<file path="src/rtl/mc_control_fsm.sv">
// Multicycle ARM control unit: instruction decode, state sequencing,
// NZCV flags and condition-gated datapath enables.
// Ports: clk, reset (async, active-low), Instr[31:12] as Instr[19:0],
//   ALUFlags {N,Z,C,V}; outputs are the datapath enables and mux selects.
module mc_control_fsm (
  input  logic        clk,
  input  logic        reset,
  input  logic [19:0] Instr,
  input  logic [3:0]  ALUFlags,
  output logic        PCWrite,
  output logic        MemWrite,
  output logic        RegWrite,
  output logic        IRWrite,
  output logic        AdrSrc,
  output logic [1:0]  RegSrc,
  output logic [1:0]  ALUSrcA,
  output logic [1:0]  ALUSrcB,
  output logic [1:0]  ResultSrc,
  output logic [1:0]  ImmSrc,
  output logic [1:0]  ALUControl
);

  typedef enum logic [3:0] {
    FETCH, DECODE, MEMADR, MEMRD, MEMWB, MEMWR,
    EXECR, EXECI, ALUWB, BRANCH, UNKNOWN
  } state_e;

  logic [3:0] cond;
  logic [1:0] op;
  logic [5:0] funct;
  logic [3:0] rd;
  logic [3:0] cmd;

  assign cond  = Instr[19:16];
  assign op    = Instr[15:14];
  assign funct = Instr[13:8];
  assign rd    = Instr[3:0];
  assign cmd   = funct[4:1];

  // Rn only matters to the datapath.
  logic unused_rn;
  assign unused_rn = ^Instr[7:4];

  state_e     state_q, state_d;
  logic [3:0] flags_q, flags_d;
  logic       cond_ex_q, cond_ex_d;

  logic n, z, c, v;
  assign {n, z, c, v} = flags_q;

  logic cond_ex;
  always_comb begin
    cond_ex = 1'b0;
    case (cond)
      4'b0000: cond_ex = z;
      4'b0001: cond_ex = ~z;
      4'b0010: cond_ex = c;
      4'b0011: cond_ex = ~c;
      4'b0100: cond_ex = n;
      4'b0101: cond_ex = ~n;
      4'b0110: cond_ex = v;
      4'b0111: cond_ex = ~v;
      4'b1000: cond_ex = c & ~z;
      4'b1001: cond_ex = ~c | z;
      4'b1010: cond_ex = (n == v);
      4'b1011: cond_ex = (n != v);
      4'b1100: cond_ex = ~z & (n == v);
      4'b1101: cond_ex = z | (n != v);
      4'b1110: cond_ex = 1'b1;
      default: cond_ex = 1'b0;
    endcase
  end

  logic next_pc, branch, reg_w, mem_w, alu_op;

  always_comb begin
    next_pc   = 1'b0;
    branch    = 1'b0;
    reg_w     = 1'b0;
    mem_w     = 1'b0;
    alu_op    = 1'b0;
    IRWrite   = 1'b0;
    AdrSrc    = 1'b0;
    ALUSrcA   = 2'b00;
    ALUSrcB   = 2'b00;
    ResultSrc = 2'b00;
    case (state_q)
      FETCH: begin
        IRWrite   = 1'b1;
        next_pc   = 1'b1;
        ALUSrcA   = 2'b01;
        ALUSrcB   = 2'b10;
        ResultSrc = 2'b10;
      end
      DECODE: begin
        ALUSrcA   = 2'b01;
        ALUSrcB   = 2'b10;
        ResultSrc = 2'b10;
      end
      MEMADR: ALUSrcB = 2'b01;
      MEMRD:  AdrSrc = 1'b1;
      MEMWB: begin
        ResultSrc = 2'b01;
        reg_w     = 1'b1;
      end
      MEMWR: begin
        AdrSrc = 1'b1;
        mem_w  = 1'b1;
      end
      EXECR: alu_op = 1'b1;
      EXECI: begin
        ALUSrcB = 2'b01;
        alu_op  = 1'b1;
      end
      ALUWB: reg_w = 1'b1;
      BRANCH: begin
        ALUSrcA   = 2'b10;
        ALUSrcB   = 2'b01;
        ResultSrc = 2'b10;
        branch    = 1'b1;
      end
      default: ;
    endcase
  end

  logic is_add, is_sub, is_and, is_orr, is_cmp;
  assign is_add = (cmd == 4'b0100);
  assign is_sub = (cmd == 4'b0010);
  assign is_and = (cmd == 4'b0000);
  assign is_orr = (cmd == 4'b1100);
  assign is_cmp = (cmd == 4'b1010);

  // NoWrite is decoded from funct in ALUWB too, where alu_op is low,
  // so it keys off the data-processing op rather than alu_op.
  logic no_write;
  assign no_write = (op == 2'b00) &
                    ~(is_add | is_sub | is_and | is_orr);

  logic [1:0] flag_w;
  assign flag_w[1] = alu_op & funct[0] &
                     (is_add | is_sub | is_and | is_orr | is_cmp);
  assign flag_w[0] = alu_op & funct[0] &
                     (is_add | is_sub | is_cmp);

  always_comb begin
    ALUControl = 2'b00;
    if (alu_op) begin
      unique case (1'b1)
        is_sub, is_cmp: ALUControl = 2'b01;
        is_and:         ALUControl = 2'b10;
        is_orr:         ALUControl = 2'b11;
        default:        ALUControl = 2'b00;
      endcase
    end
  end

  logic pcs;
  assign pcs = ((rd == 4'hF) & reg_w) | branch;

  assign PCWrite  = next_pc | (pcs & cond_ex_q);
  assign RegWrite = reg_w & cond_ex_q & ~no_write;
  assign MemWrite = mem_w & cond_ex_q;
  assign ImmSrc   = op;
  assign RegSrc   = {op == 2'b01, op == 2'b10};

  always_comb begin
    state_d = state_q;
    case (state_q)
      FETCH: state_d = DECODE;
      DECODE: begin
        case (op)
          2'b01:   state_d = MEMADR;
          2'b00:   state_d = funct[5] ? EXECI : EXECR;
          2'b10:   state_d = BRANCH;
          default: state_d = UNKNOWN;
        endcase
      end
      MEMADR:  state_d = funct[0] ? MEMRD : MEMWR;
      MEMRD:   state_d = MEMWB;
      EXECR,
      EXECI:   state_d = ALUWB;
      default: state_d = FETCH;
    endcase
  end

  // Condition is latched at DECODE so an EXEC flag update
  // cannot alter the gating of its own writeback.
  always_comb begin
    cond_ex_d = cond_ex_q;
    if (state_q == DECODE) cond_ex_d = cond_ex;
  end

  always_comb begin
    flags_d = flags_q;
    if (cond_ex_q) begin
      if (flag_w[1]) flags_d[3:2] = ALUFlags[3:2];
      if (flag_w[0]) flags_d[1:0] = ALUFlags[1:0];
    end
  end

  always_ff @(posedge clk or negedge reset) begin
    if (!reset) begin
      state_q   <= FETCH;
      flags_q   <= 4'b0000;
      cond_ex_q <= 1'b0;
    end else begin
      state_q   <= state_d;
      flags_q   <= flags_d;
      cond_ex_q <= cond_ex_d;
    end
  end

endmodule
</file>
<file path="config.mk">
export PLATFORM = sky130hd
export DESIGN_NAME = mc_control_fsm
export DESIGN_NICKNAME = d
export VERILOG_FILES = /design/src/rtl/mc_control_fsm.sv
export SDC_FILE = /design/constraint.sdc
export NUM_CORES = 1
export LEC_CHECK = 0
export CAP_MARGIN = 20
export CORE_MARGIN = 2
export CORE_UTILIZATION = 36
export CTS_CLUSTER_DIAMETER = 50
export DETAILED_ROUTE_END_ITERATION = 7
export PLACE_DENSITY_LB_ADDON = 0.25
export SYNTH_ARGS = -nofsm -noshare
export SYNTH_HDL_FRONTEND = slang
export SYNTH_SLANG_ARGS = --single-unit
</file>
<file path="constraint.sdc">
create_clock -name clk -period 1.5 [get_ports clk]
set_input_delay 0.45 -clock clk [delete_from_list [all_inputs] [get_ports clk]]
set_output_delay 0.45 -clock clk [all_outputs]
set_load 0.03 [all_outputs]
</file>
==> impl_metrics.sql <==
INSERT INTO impl_metrics (metric_group, metric, value, unit) VALUES
('detailed_routing', 'routedWlPerCell', '14.7', 'um'),
('power', 'power_density', '1680', 'nW/um^2'),
('clock_network', 'clock_sinks', '9', ''),
('synthesis', 'count_of_unique_library_cells_instantiated_by_yosys', '40', ''),
('synthesis', 'ys_async_sr_fraction', '1.00', ''),
('clock_network', 'clk_pin_slew_worst_paths', '0.06', 'ns'),
('global_routing', 'groute.layer.met3.usage', '0.0528', ''),
('floorplan', 'io_pins', '43', ''),
('critical_path', 'cp.required', '1.05', 'ns'),
('critical_path', 'arrival', '1.49', 'ns'),
('detailed_routing', 'detailroute.via_count', '1179', ''),
('floorplan', 'core-area', '2430', 'sq um'),
('clock_network', 'clockRootBuffer', 'sky130_fd_sc_hd__clkbuf_4', ''),
('global_routing', 'first_pass_grt_wire_length', '4890', 'um'),
('synthesis', 'synth_top_area_frac', '0.250', ''),
('synthesis', 'synthesis.nets', '141', ''),
('critical_path', 'worst-path-max-fanout', '6', ''),
('detailed_routing', 'postRouteWirelength', '3220', 'um'),
('detailed_routing', 'remaining_antenna_violation_count_after_routing', '0', ''),
('global_routing', 'grt_pass1_vias', '1135', ''),
('status', 'failing_checks', 'setup timing', ''),
('clock_network', 'worst_skew_pair.late_latency', '0.26', 'ns'),
('global_routing', 'global_route.peak_usage_layer', 'met2', ''),
('critical_path', 'worstSetupPathType', 'reg -> out', ''),
('timing', 'timing.final.ws_setup', '-0.442', 'ns'),
('floorplan', 'fp.dieArea', '2920', 'sq um'),
('final_layout', 'final_net_count', '216', ''),
('final_layout', 'fin_cells', '219', ''),
('global_routing', 'groute.layer.met2.usage', '0.463', ''),
('detailed_routing', 'vias_per_cell', '5.38', ''),
('timing', 'post-route-period-util', '1.29', ''),
('global_routing', 'grt_max_degree', '10', ''),
('critical_path', 'start_kind', 'register', ''),
('placement', 'detailedPlace.worstSlack', '-0.655', 'ns'),
('placement', 'gpl.final_weighted_congestion', '0.878', ''),
('synthesis', 'synth.ff_latch_count', '9', ''),
('synthesis', 'postSynthCellCount', '115', ''),
('timing', 'fmax', '0.515', 'GHz'),
('placement', 'hpwlAfterDp', '2290', 'um'),
('timing', 'worstMarginPinSlew', '0.410', 'ns'),
('floorplan', 'effective_utilization_at_floorplan', '0.370', ''),
('min_path', 'hp-class', 'in -> async', ''),
('global_routing', 'antenna_found_initial', '0', ''),
('clock_network', 'cts.path.max_buffers', '2', ''),
('global_routing', 'global_route_met1_utilization', '0.242', ''),
('placement', 'placed_cells', '207', ''),
('floorplan', 'dieHeight', '54.0', 'um'),
('floorplan', 'fp-row-count', '18', ''),
('synthesis', 'synth-edff-count', '0', ''),
('clock_network', 'cts_tree', 'done', ''),
('timing', 'worst_hold_slack', '0.484', 'ns'),
('final_layout', 'syn_to_final_growth', '109', '%'),
('global_routing', 'grt-ovfl-total', '0', ''),
('timing', 'totalNegativeSetupSlack', '-5.40', 'ns'),
('synthesis', 'yosys_warnings', '0', ''),
('synthesis', 'netlist_top_cells_area', 'sky130_fd_sc_hd__dfrtp_1 25%, sky130_fd_sc_hd__mux2_2 5.0%, sky130_fd_sc_hd__buf_4 4.2%', ''),
('global_routing', 'grt.total_usage', '0.235', ''),
('synthesis', 'synth.avg_cell_area', '7.83', 'sq um'),
('final_layout', 'antenna_cells_inserted', '0', ''),
('timing', 'finalHoldViolCount', '0', ''),
('power', 'p_leak', '0.825', 'nW'),
('placement', 'io_buffer_count', '38', ''),
('timing', 'rsz0062_at_grt', 'yes', ''),
('clock_network', 'h_tree_lvls', '1', ''),
('timing', 'worst_clock_skew', '0.00122', 'ns'),
('synthesis', 'yosysTopAreaCell', 'sky130_fd_sc_hd__dfrtp_1', ''),
('timing', 'report.final.setup_viol', '18', ''),
('synthesis', 'synth_ff_type', 'sky130_fd_sc_hd__dfrtp_1', ''),
('final_layout', 'drive_gt1_frac', '0.571', ''),
('critical_path', 'critical_path.endpoint_type', 'output port', ''),
('synthesis', 'netlist_area', '901', 'sq um'),
('status', 'result_of_the_run', 'finished, violations left', ''),
('timing', 'max_slew_violation_total_from_the_final_report', '0', ''),
('synthesis', 'synth.yosys.seq_area_share', '0.250', ''),
('timing', 'slew-limit-headroom', '0.726', ''),
('clock_network', 'hold_buffers', '0', ''),
('clock_network', 'tritoncts.num_buffers', '3', ''),
('flow_run', 'drv.max_cap_violation_count', '0', ''),
('detailed_routing', 'drtIter0Drc', '32', ''),
('power', 'max-vdd-ir-drop', '0.00144', 'V'),
('detailed_routing', 'drt_pass1_iterations', '4', ''),
('floorplan', 'dieWidth', '54.0', 'um'),
('detailed_routing', 'drc', '0', ''),
('timing', 'timing.final.crit_period', '1.94', 'ns');
## sequential cells by signal, summed over array words and instances (netlist names)
name / flops
flags_q: 4
cond_ex_q: 1
state_q: 4
## Yosys cell counts, drive strengths merged, types with 4 or more instances
master,n
o21ai,7
nand2,10
nor2b,5
nand2b,6
nor2,10
dfrtp,9
a21oi,4
mux2,4
nor3,4
buf,8
## timing repair
| action | CTS | global route |
|---|---|---|
| endpoints found under the setup margin | 22 | 20 |
| resized for setup | 61 | 16 |
| pin swaps | 13 | 10 |
| setup buffers | 6 | 2 |
## worst max-delay path, stage by stage (launching register included)
cell                      delay, ns
sky130_fd_sc_hd__dfrtp_2       0.46
sky130_fd_sc_hd__buf_4         0.16
sky130_fd_sc_hd__nor2_4        0.10
sky130_fd_sc_hd__a41oi_2       0.05
sky130_fd_sc_hd__o22a_1        0.24
sky130_fd_sc_hd__nor2_4        0.09
sky130_fd_sc_hd__buf_6         0.13
## logic make-up after synthesis
kind of cell,count (synthesis),synth area share
xor gates and xnor gates,4,0.0389
buffers and inverters,14,0.0833
AOI/OAI and AO/OA,26,0.196
and+or+nand+nor,55,0.349
DFF,9,0.250
muxes,7,0.0833
## final timing paths
check                      slack (ns)  depth (start not counted)  startpoint    endpoint
setup / recovery                -0.44                          6  state_q[3]     PCWrite
hold / removal                   0.48                          1       reset  flags_q[0]
setup reg to reg                -0.16                          6  state_q[3]  flags_q[2]
min in group clk                 0.56                          4   Instr[15]  state_q[3]
max in group asynchronous        0.70                          1       reset  state_q[0]
hold reg to reg                  0.62                          1  flags_q[0]  flags_q[0]
## stage by stage
step           utilization  power [mW]  cell area, sq um
2_1_floorplan            -        1.72              1040
6_report             0.774        3.16              1880
3_5_place_dp         0.651        2.40              1580
4_1_cts              0.743        2.96              1810
5_1_grt              0.774        3.35              1880
3_3_place_gp         0.651        2.34              1580
## metal layers
metal	wire, um	share of wire
met1	1180	0.37
met2	1900	0.59
met3	111	0.035
met4	24	0.0075
met5	0	0
## cell type report
type,instances,area [sq um]
Clock buffer,4,26.3
Fill cell,175,551
Inverter,3,11.3
Multi-Input combinational cell,92,858
Sequential cell,9,228
Tap cell,30,37.5
Timing Repair Buffer,81,721
## cell usage in the layout, fill, tap and decap left out, types with 2 or more instances in the layout
master and instances:
sky130_fd_sc_hd__dfrtp_2 2, sky130_fd_sc_hd__clkdlybuf4s15_1 2, sky130_fd_sc_hd__a31oi_1 2, sky130_fd_sc_hd__buf_4 38
sky130_fd_sc_hd__nand2_1 9, sky130_fd_sc_hd__dlygate4sd2_1 10, sky130_fd_sc_hd__clkbuf_4 3, sky130_fd_sc_hd__buf_2 2
sky130_fd_sc_hd__mux2_4 2, sky130_fd_sc_hd__mux2_2 2, sky130_fd_sc_hd__nor2_2 2, sky130_fd_sc_hd__nand2b_1 4
sky130_fd_sc_hd__inv_1 3, sky130_fd_sc_hd__buf_6 22, sky130_fd_sc_hd__nor3_4 3, sky130_fd_sc_hd__nand3_1 2
sky130_fd_sc_hd__o21ai_0 4, sky130_fd_sc_hd__and3_4 2, sky130_fd_sc_hd__a211oi_2 3, sky130_fd_sc_hd__o21ai_1 2
sky130_fd_sc_hd__nand3b_1 3, sky130_fd_sc_hd__nand2b_4 2, sky130_fd_sc_hd__dfrtp_1 7, sky130_fd_sc_hd__a21oi_1 3
sky130_fd_sc_hd__mux2i_1 3, sky130_fd_sc_hd__o22a_1 2, sky130_fd_sc_hd__nor2_4 4, sky130_fd_sc_hd__or3b_2 2
sky130_fd_sc_hd__clkdlybuf4s50_1 7, sky130_fd_sc_hd__nand4_1 2, sky130_fd_sc_hd__nor2_1 4, sky130_fd_sc_hd__nor2b_4 3
## report_power, final
part	switching [mW]	internal (mW)	leakage, nW
clock	0.0831	0.102	0.0150
sequential	0.146	0.338	0.115
combinational	1.19	1.29	0.694
Note: power is estimated with default switching activity, not from simulation.
